### src/rtl/afu_csr_pkg.sv
// afu_csr_pkg: CCI-P MMIO subset types, CSR offsets, bit indices and write-mask helper for afu_csr
package afu_csr_pkg;
  typedef logic [41:0] t_ccip_clAddr;
  typedef struct packed {
    logic [15:0] address;
    logic [1:0]  length;
    logic [8:0]  tid;
  } t_ccip_c0_ReqMmioHdr;
  typedef struct packed {
    t_ccip_c0_ReqMmioHdr hdr;
    logic [63:0]         data;
    logic                mmioRdValid;
    logic                mmioWrValid;
  } t_if_ccip_c0_Rx;
  typedef struct packed {
    t_if_ccip_c0_Rx c0;
  } t_if_ccip_Rx;
  typedef struct packed {
    logic [8:0] tid;
  } t_ccip_c2_RspMmioHdr;
  typedef struct packed {
    t_ccip_c2_RspMmioHdr hdr;
    logic                mmioRdValid;
    logic [63:0]         data;
  } t_if_ccip_c2_Tx;
  localparam logic [17:0] CSR_DFH      = 18'h000;
  localparam logic [17:0] CSR_ID_L     = 18'h008;
  localparam logic [17:0] CSR_ID_H     = 18'h010;
  localparam logic [17:0] CSR_RSVD0    = 18'h018;
  localparam logic [17:0] CSR_RSVD1    = 18'h020;
  localparam logic [17:0] CSR_SCRATCH  = 18'h028;
  localparam logic [17:0] CSR_BUF_ADDR = 18'h030;
  localparam logic [17:0] CSR_CTRL     = 18'h038;
  localparam logic [17:0] CSR_STATUS   = 18'h040;
  localparam int CTRL_START = 0;
  localparam int CTRL_CLEAR = 1;
  localparam int STAT_BUSY  = 0;
  localparam int STAT_DONE  = 1;
  localparam int STAT_ERR   = 2;
  localparam logic [63:0] DFH_DEFAULT = 64'h1000_0000_0000_0000;
  // Byte-lane mask of an MMIO write: 4B writes touch only the half picked by address[0].
  function automatic logic [63:0] csr_wmask(input logic [1:0] len, input logic hi);
    return len == 2'd0 ? (hi ? 64'hFFFF_FFFF_0000_0000 : 64'h0000_0000_FFFF_FFFF) : '1;
  endfunction
endpackage

### src/rtl/afu_csr_if.sv
// afu_csr_if: MMIO bus bundle; rx carries host requests on c0, tx_c2 carries read responses
interface afu_csr_if;
  import afu_csr_pkg::*;
  t_if_ccip_Rx    rx;
  t_if_ccip_c2_Tx tx_c2;
  modport master (output rx, input tx_c2);
  modport slave  (input rx, output tx_c2);
endinterface

### src/rtl/afu_csr.sv
// afu_csr: MMIO CSR block; ports clk, rst_n, bus (rx in / tx_c2 out), buf_addr, start out, busy, done in
module afu_csr
  import afu_csr_pkg::*;
#(
  parameter logic [127:0] AFU_ID  = '0,
  parameter logic [63:0]  AFU_DFH = DFH_DEFAULT
) (
  input  logic         clk,
  input  logic         rst_n,
  afu_csr_if.slave     bus,
  output t_ccip_clAddr buf_addr,
  output logic         start,
  input  logic         busy,
  input  logic         done
);
  t_ccip_c0_ReqMmioHdr hdr;
  t_if_ccip_c2_Tx      tx_q, tx_d;
  logic [63:0]         scratch_q, scratch_d, rd_data, wmask, wval;
  t_ccip_clAddr        buf_addr_q, buf_addr_d;
  logic                start_q, start_d, done_flag_q, done_flag_d, err_flag_q, err_flag_d;
  logic [31:0]         run_cnt_q, run_cnt_d;
  logic [17:0]         boff;
  logic                wr, ctrl_start, ctrl_clear;
  always_comb begin
    hdr   = bus.rx.c0.hdr;
    boff  = {hdr.address[15:1], 3'b000};
    wr    = bus.rx.c0.mmioWrValid;
    wmask = csr_wmask(hdr.length, hdr.address[0]);
    // 4B data is replicated into both halves so the mask alone selects the target half
    wval  = hdr.length == 2'd0 ? {2{bus.rx.c0.data[31:0]}} : bus.rx.c0.data;
    case (boff)
      CSR_DFH:      rd_data = AFU_DFH;
      CSR_ID_L:     rd_data = AFU_ID[63:0];
      CSR_ID_H:     rd_data = AFU_ID[127:64];
      CSR_SCRATCH:  rd_data = scratch_q;
      CSR_BUF_ADDR: rd_data = {22'b0, buf_addr_q};
      CSR_STATUS:   rd_data = {run_cnt_q, 29'b0, err_flag_q, done_flag_q, busy};
      default:      rd_data = '0;
    endcase
    scratch_d  = wr && boff == CSR_SCRATCH ? (scratch_q & ~wmask) | (wval & wmask) : scratch_q;
    buf_addr_d = wr && boff == CSR_BUF_ADDR ? (buf_addr_q & ~wmask[41:0]) | (wval[41:0] & wmask[41:0]) : buf_addr_q;
    ctrl_start = wr && boff == CSR_CTRL && wval[CTRL_START] && wmask[CTRL_START];
    ctrl_clear = wr && boff == CSR_CTRL && wval[CTRL_CLEAR] && wmask[CTRL_CLEAR];
    start_d     = ctrl_start && !busy;
    // Clear is applied first so a same-cycle done or rejected start still lands
    done_flag_d = done || (done_flag_q && !ctrl_clear);
    err_flag_d  = (ctrl_start && busy) || (err_flag_q && !ctrl_clear);
    run_cnt_d   = (ctrl_clear ? 32'h0 : run_cnt_q) + {31'b0, done};
    tx_d.mmioRdValid = bus.rx.c0.mmioRdValid;
    tx_d.hdr.tid     = bus.rx.c0.mmioRdValid ? hdr.tid : tx_q.hdr.tid;
    tx_d.data        = bus.rx.c0.mmioRdValid ? rd_data : tx_q.data;
  end
  always_ff @(posedge clk or negedge rst_n) begin
    if (!rst_n) begin
      tx_q        <= '0;
      scratch_q   <= '0;
      buf_addr_q  <= '0;
      start_q     <= 1'b0;
      done_flag_q <= 1'b0;
      err_flag_q  <= 1'b0;
      run_cnt_q   <= '0;
    end else begin
      tx_q        <= tx_d;
      scratch_q   <= scratch_d;
      buf_addr_q  <= buf_addr_d;
      start_q     <= start_d;
      done_flag_q <= done_flag_d;
      err_flag_q  <= err_flag_d;
      run_cnt_q   <= run_cnt_d;
    end
  end
  assign bus.tx_c2 = tx_q;
  assign buf_addr  = buf_addr_q;
  assign start     = start_q;
endmodule

### src/flat_wrapper.sv
// flat-port wrapper written by rule: the top's interface ports become plain ports
module afu_csr_flat import afu_csr_pkg::*;
#(
  parameter logic [127:0] AFU_ID  = '0,
  parameter logic [63:0]  AFU_DFH = DFH_DEFAULT
)
  (clk, rst_n, buf_addr, start, busy, done, bus_rx, bus_tx_c2);
  afu_csr_if bus_i ();
  input  logic clk;
  input  logic rst_n;
  output t_ccip_clAddr buf_addr;
  output logic start;
  input  logic busy;
  input  logic done;
  input wire logic [$bits(bus_i.rx)-1:0] bus_rx;
  output wire logic [$bits(bus_i.tx_c2)-1:0] bus_tx_c2;
  assign bus_i.rx = bus_rx;
  assign bus_tx_c2 = bus_i.tx_c2;
  afu_csr #(.AFU_ID(AFU_ID), .AFU_DFH(AFU_DFH)) u_core (.clk(clk), .rst_n(rst_n), .bus(bus_i), .buf_addr(buf_addr), .start(start), .busy(busy), .done(done));
endmodule
### config.mk
export PLATFORM = sky130hd
export DESIGN_NAME = afu_csr_flat
export DESIGN_NICKNAME = d
export VERILOG_FILES = /design/src/rtl/afu_csr_pkg.sv /design/src/rtl/afu_csr_if.sv /design/src/rtl/afu_csr.sv /design/src/flat_wrapper.sv
export SDC_FILE = /design/constraint.sdc
export NUM_CORES = 1
export LEC_CHECK = 0
export BUFFER_PORTS_ARGS = -buffer_cell sky130_fd_sc_hd__buf_2
export CORE_UTILIZATION = 30
export DETAILED_ROUTE_END_ITERATION = 12
export PLACE_DENSITY_LB_ADDON = 0.05
export REMOVE_ABC_BUFFERS = 1
export SLEW_MARGIN = 10
export SYNTH_ARGS = -nofsm -noshare
export SYNTH_HDL_FRONTEND = slang
export SYNTH_SLANG_ARGS = --single-unit
### constraint.sdc
create_clock -name clk -period 5.3 [get_ports clk]
set_clock_uncertainty 0.1 [all_clocks]
set_input_delay 1.06 -clock clk [delete_from_list [all_inputs] [get_ports clk]]
set_output_delay 1.06 -clock clk [all_outputs]
set_load 0.05 [all_outputs]
==> metrics, run 1 <==
status finished clean; P&R area growth vs syn 24.6%; Ports 214; FF+latch count, synth 215; overall routed net length 30000 µm; Pint 2.90 mW; die height 179 µm; top-count cell post-synth dfrtp_1; initial core utilization 30.7%; Total Routing Usage GR 18.8%; TritonCTS Buffers 26; largest net degree at the start of global routing 103; critical path class in2reg; routability cong. 0.731; Synth area leader dfrtp_1; Critical Path Start Type primary input; power share of the clock group 48.6%; Top FF cell, synth dfrtp_1; ratio of cells with drive above 1 in the final layout 32.6%; vias in the first global route 7451; kind of end point of the critical path flop; worst-path fanout max 30; DR top layer met4; clk buf depth 3; first-pass GRT wire length 46000 µm; First-pass DRT Iterations 6; setup_tns 0 ns; die area 32200 µm²; endpoints failing setup 0; Via density 5.28; async set or reset register ratio after synthesis 100%; count of yosys warnings during synthesis 0; total clock sinks 215; Pwr Total 3.84 mW; Syn Area/Cell 12.2 µm²; relative slew slack 27.9%; Slew Viols, Final 0; Max VDD drop 232 µV; CTS tree done; Comb pwr share 6.4%; Diodes inserted 0; post-synthesis sequential area ratio 57.0%; Worst-path clk slew 0.06 ns; final worst slack 1.48 ns; Vias 7311; H-tree Lvls 1; Sw Ratio 24.3%; Gate Count Post-Synth 776; power density cells 326 nW/µm²; Core Region 30700 µm²; top-area cell type share of the netlist area 57.0%; Tightest Pin Transition 1.08 ns; CP arrival 4.17 ns; initial drt markers 290; row count 64; initial antenna violation count 1; Psw 0.934 mW; number of synthesized flops with an enable pin 0; grt total ovfl 0; Hold Vio Cnt, Final 0; final net count 1068; Met1 Wirelength 14100 µm; Distinct cells, synth 49; most common library cells after synthesis 215 x dfrtp_1, 94 x o21ai_0, 62 x a22oi_1; CP Data Required Time 5.65 ns; FMAX 0.262 GHz; Final HPWL DP 18900 µm; Post-CTS Setup Inserts 0; sequential power share 45.0%; Max Cap Viol 0; die width 179 µm; final core occ 38.3%; Met3 Wirelength 1480 µm; Hold WC Path Type reg2reg; Final ANT Viol Nets 0; pre-CTS setup slack 0.942 ns; post-CTS resize count 0; Residual DRC 0; clk_lat worst skew 0.53 ns; crit share post-route 72.1%; number of hold buffers added after cts 0; Synth Cell Area 9440 µm²; met2 routed WL 13700 µm; clk root buf clkbuf_16; RSZ-0062 raised after global routing false; WL/cell 21.6 µm; ranking of synthesized cells by area dfrtp_1 57%, o21ai_0 5.0%, a22oi_1 4.9%; minimum clock period 3.82 ns; Port Buf Inserts 213; Leak 5.60 nW
[path summary, 6_finish.rpt]
| check | slack [ns] | cells after the start | endpoint | from |
|---|---|---|---|---|
| min in group asynchronous | 0.39 | 1 | asynchronous set/reset pin | rst_n |
| setup / recovery | 1.48 | 11 | u_core.run_cnt_q[28]$_DFF_PN0_ | bus_rx[76] |
| hold reg to reg | 0.38 | 1 | u_core.bus.tx_c2[49]$_DFFE_PN0P_ | u_core.bus.tx_c2[49]$_DFFE_PN0P_ |
| hold / removal | 0.38 | 1 | u_core.bus.tx_c2[49]$_DFFE_PN0P_ | u_core.bus.tx_c2[49]$_DFFE_PN0P_ |
| setup reg to reg | 2.64 | 7 | u_core.run_cnt_q[28]$_DFF_PN0_ | u_core.run_cnt_q[0]$_DFF_PN0_ |
| max in group asynchronous | 3.70 | 2 | asynchronous set/reset pin | rst_n |
[per-stage QoR]
stage / hold WS, ns / instance area [µm²] / std cells
after floorplan: 0.359 / 9140 / 714
after global placement: 0.366 / 10900 / 1337
after detailed placement: 0.368 / 10900 / 1337
after CTS: 0.384 / 11800 / 1385
after global routing: 0.392 / 11800 / 1385
final: 0.378 / 11800 / 1385
[worst max-delay path, stage by stage]
cell	delay, ns
buf_2	0.14
nor3b_1	0.35
and4b_1	0.27
and3_1	0.21
buf_4	0.25
nor2b_1	0.16
ha_1	0.21
and4_1	0.37
nand4_1	0.45
or4_1	0.55
a21oi_1	0.16
[cells in the final DEF, fill, tap and decap left out, drive strengths merged, types with 2 or more instances in the layout]
cell type	count
or4	13
a21oi	19
nor4	3
o21ai	104
a32o	2
or3	7
nor2b	2
bufinv	3
xor2	12
a32oi	13
mux2	73
nand4	11
ha	2
nand2	13
o2bb2ai	51
buf	227
o31ai	12
dfrtp	215
nor3	2
inv	8
a22oi	62
nand3	12
or2	2
nor2	15
clkinv	8
and4	9
and3	6
clkbuf	37
and2	2
mux2i	32
[cells by family (layout without fill, tap and decap cells)]
| kind of cell | after synthesis | count (layout) | synth area share (%) |
|---|---|---|---|
| muxes | 105 | 105 | 12.1 |
| adders and majority gates | 2 | 2 | 0.265 |
| xor gates and xnor gates | 13 | 13 | 1.21 |
| DFF | 215 | 215 | 57.0 |
| and+or+nand+nor | 105 | 105 | 7.08 |
| buffers and inverters | 70 | 283 | 3.55 |
| AOI/OAI and AO/OA | 266 | 266 | 18.8 |
[metal layers]
metal | up-vias | track usage, %
met5 | - | 0
met4 | 0 | 4.59
met3 | 43 | 3.40
met2 | 190 | 29.1
met1 | 3723 | 27.0
li1 | 3355 | -
[final cells by class]
cell class / count / area, µm²
fillers: 3094 / 19000
flip-flops and latches: 215 / 5380
multi-input cells: 491 / 3760
repair buffers: 227 / 1190
clock buffers: 37 / 762
well taps: 396 / 495
clock inverters: 11 / 141
inverters: 8 / 30.0
[power groups by stage]
| stage | Clock (mW) | Combinational, mW | Sequential [mW] |
|---|---|---|---|
| 2_1_floorplan | 0 | 0.0883 | 1.76 |
| 3_3_place_gp | 0 | 0.252 | 1.76 |
| 3_5_place_dp | 0 | 0.252 | 1.76 |
| 4_1_cts | 1.92 | 0.253 | 1.73 |
| 5_1_grt | 1.98 | 0.276 | 1.73 |
| 6_report | 1.86 | 0.246 | 1.73 |
No activity file was read; power rests on OpenSTA's default activity.
==> inputs of run 2 (changes only) <==
clock period = 3.5 ns   (was 5.3 ns; I/O delays follow)
==> run 2 against run 1 <==
Sequential power grew 51%. Global-route usage up 0.24 points. Worst hold slack got worse by 0.30 ns. Core utilization increased by 0.40 points. Non-clock buffer count grew 18. Final area rose by 1.0%. Sequential share of layout area down 0.47 points. Worst setup slack got worse by 0.89 ns. Register-to-register slack worse by 1.4 ns.
==> metrics, run 2 (same netlist as run 1, synthesis figures left out) <==
status finished clean; worst-path fanout max 13 (-57%); Tightest Pin Transition 0.931 ns (-0.151 ns); Max VDD drop 299 µV (+29%); post-CTS resize count 0 (unchanged); relative slew slack 38.0% (+10 points); TritonCTS Buffers 27 (+3.8%); minimum clock period 2.91 ns; Max Cap Viol 0 (unchanged); reg2reg start u_core.run_cnt_q[0]$_DFF_PN0_; P&R area growth vs syn 25.9%; Final HPWL DP 19700 µm (+4.3%); die width 179 µm (unchanged); CTS tree done; die height 179 µm (unchanged); R2R Path End u_core.run_cnt_q[30]$_DFF_PN0_; critical path class in2reg; Inst Count DP 1355 (+1.3%); R2R setup slack 1.28 ns (-1.36 ns); Pwr Total 5.69 mW (+48%); largest net degree at the start of global routing 87 (-16%); FMAX 0.344 GHz; Core Region 30700 µm² (unchanged); endpoints failing setup 0 (unchanged); Leak 5.68 nW (+1.4%); Critical Path Start Type primary input; die area 32200 µm² (unchanged); Residual DRC 0 (unchanged); max incr delay on CP 0.39 ns (-0.16 ns); Total Routing Usage GR 19.0% (+0.24 points); kind of end point of the critical path flop; WL/cell 21.6 µm (about the same); CP Data Required Time 3.85 ns (-1.80 ns); Critical Path End u_core.run_cnt_q[30]$_DFF_PN0_; clk root buf clkbuf_16; initial drt markers 353 (+22%); RSZ-0062 raised after global routing false; row count 64 (unchanged); CP startpoint bus_rx[75]; Hold WC Path Type in2async; Final ANT Viol Nets 0 (unchanged); Slew Viols, Final 0 (unchanged); vias in the first global route 7587 (+1.8%); slowest cell on the critical path or4_1; CP Cell Sequence buf_2, nor3b_1, and4b_1, and3_1, nor2b_1, ha_1, ha_1, and4_1, nand4_1, buf_4, or4_1, a21oi_1; power density cells 479 nW/µm² (+47%); clk buf depth 3 (unchanged); Diodes inserted 0 (unchanged); Post-CTS Setup Inserts 0 (unchanged); most used cell, CP ha_1; Hold Vio Cnt, Final 0 (unchanged); overall routed net length 30400 µm (+1.4%); First-pass DRT Iterations 6 (unchanged); grt total ovfl 0 (unchanged); setup_tns 0 ns (unchanged); ratio of cells with drive above 1 in the final layout 33.5% (+0.97 points); WHS 0.0795 ns (-0.299 ns); Ports 214 (unchanged); Port Buf Inserts 213 (unchanged); Worst-path clk slew 0.06 ns (about the same); final net count 1087 (+1.8%); number of hold buffers added after cts 0 (unchanged); CP arrival 3.26 ns (-0.91 ns); Vias 7361 (+0.68%); Via density 5.24 (-0.68%); number of fill cells in the layout 3135 (+1.3%); most frequent cells in the layout 215 x dfrtp_1, 212 x buf_2, 94 x o21ai_0; first-pass GRT wire length 46500 µm (+1.1%); fin cells 1404 (+1.4%); total clock sinks 215 (unchanged); initial core utilization 30.7% (unchanged); routability cong. 0.748 (+2.4%); clk_lat worst skew 0.54 ns (about the same); H-tree Lvls 1 (unchanged); initial antenna violation count 2 (+1); commonest non-fill, non-tap cell in the layout dfrtp_1; R2R depth 8 (+1); crit share post-route 83.2%; final core occ 38.7% (+0.40 points)
==> run 2: changes by cell type in the layout (fill, tap and decap cells not counted) <==
cell | before | now
buf_12 | 1 | 4
buf_4 | 13 | 28
bufinv_16 | 3 | 1
clkbuf_1 | 4 | 7
clkbuf_16 | 26 | 27
clkbuf_8 | 7 | 5
clkinv_8 | 1 | 0
inv_6 | 0 | 2
==> run 2: metal layers <==
| layer | wire (µm) | part of all wire [%] | track usage (%) |
|---|---|---|---|
| met5 | 13 | 0.043 | 0 |
| met4 | 662 | 2.2 | 4.48 |
| met3 | 1470 | 4.8 | 3.71 |
| met2 | 13700 | 45 | 29.3 |
| met1 | 14500 | 48 | 27.4 |
==> run 2: stage by stage <==
step	area [µm²]	setup slack (ns)
3_5_place_dp	11000	0.0314
5_1_grt	11900	0.468
4_1_cts	11900	0.611
2_1_floorplan	9140	-0.593
3_3_place_gp	11000	0.107
6_report	11900	0.589
==> run 2: final cells by class <==
type	instances	area, µm²	area share, %
Inverter	8	30.0	0.253
Clock buffer	39	771	6.48
Multi-Input combinational cell	491	3760	31.7
Tap cell	396	495	4.17
Timing Repair Buffer	245	1370	11.5
Clock inverter	10	82.6	0.695
Sequential cell	215	5380	45.3
==> run 2: worst min-delay path by stage <==
stage,from,endpoint,slack [ns],cells after the start
4_1_cts,rst_n,u_core.bus.tx_c2[6]$_DFFE_PN0P_,0.08,1
5_1_grt,rst_n,u_core.bus.tx_c2[6]$_DFFE_PN0P_,0.12,1
3_3_place_gp,u_core.bus.tx_c2[42]$_DFFE_PN0P_,u_core.bus.tx_c2[42]$_DFFE_PN0P_,0.37,1
2_1_floorplan,rst_n,asynchronous set/reset pin,0.30,0
6_report,rst_n,u_core.bus.tx_c2[6]$_DFFE_PN0P_,0.08,1
3_5_place_dp,u_core.bus.tx_c2[31]$_DFFE_PN0P_,u_core.bus.tx_c2[31]$_DFFE_PN0P_,0.37,1
==> run 2: power by group <==
| group | internal [mW] | switching [mW] | leakage [nW] |
|---|---|---|---|
| clock | 1.60 | 1.10 | 0.428 |
| sequential | 2.54 | 0.0767 | 2.95 |
| combinational | 0.134 | 0.248 | 2.30 |
| total | 4.27 | 1.42 | 5.68 |
==> run 2: worst max-delay path, delay by kind of cell <==
family,cells,cell delay [ns]
simple gates,7,1.63
fa+ha+maj,2,0.41
buf+inv,2,0.34
compound gates,1,0.17
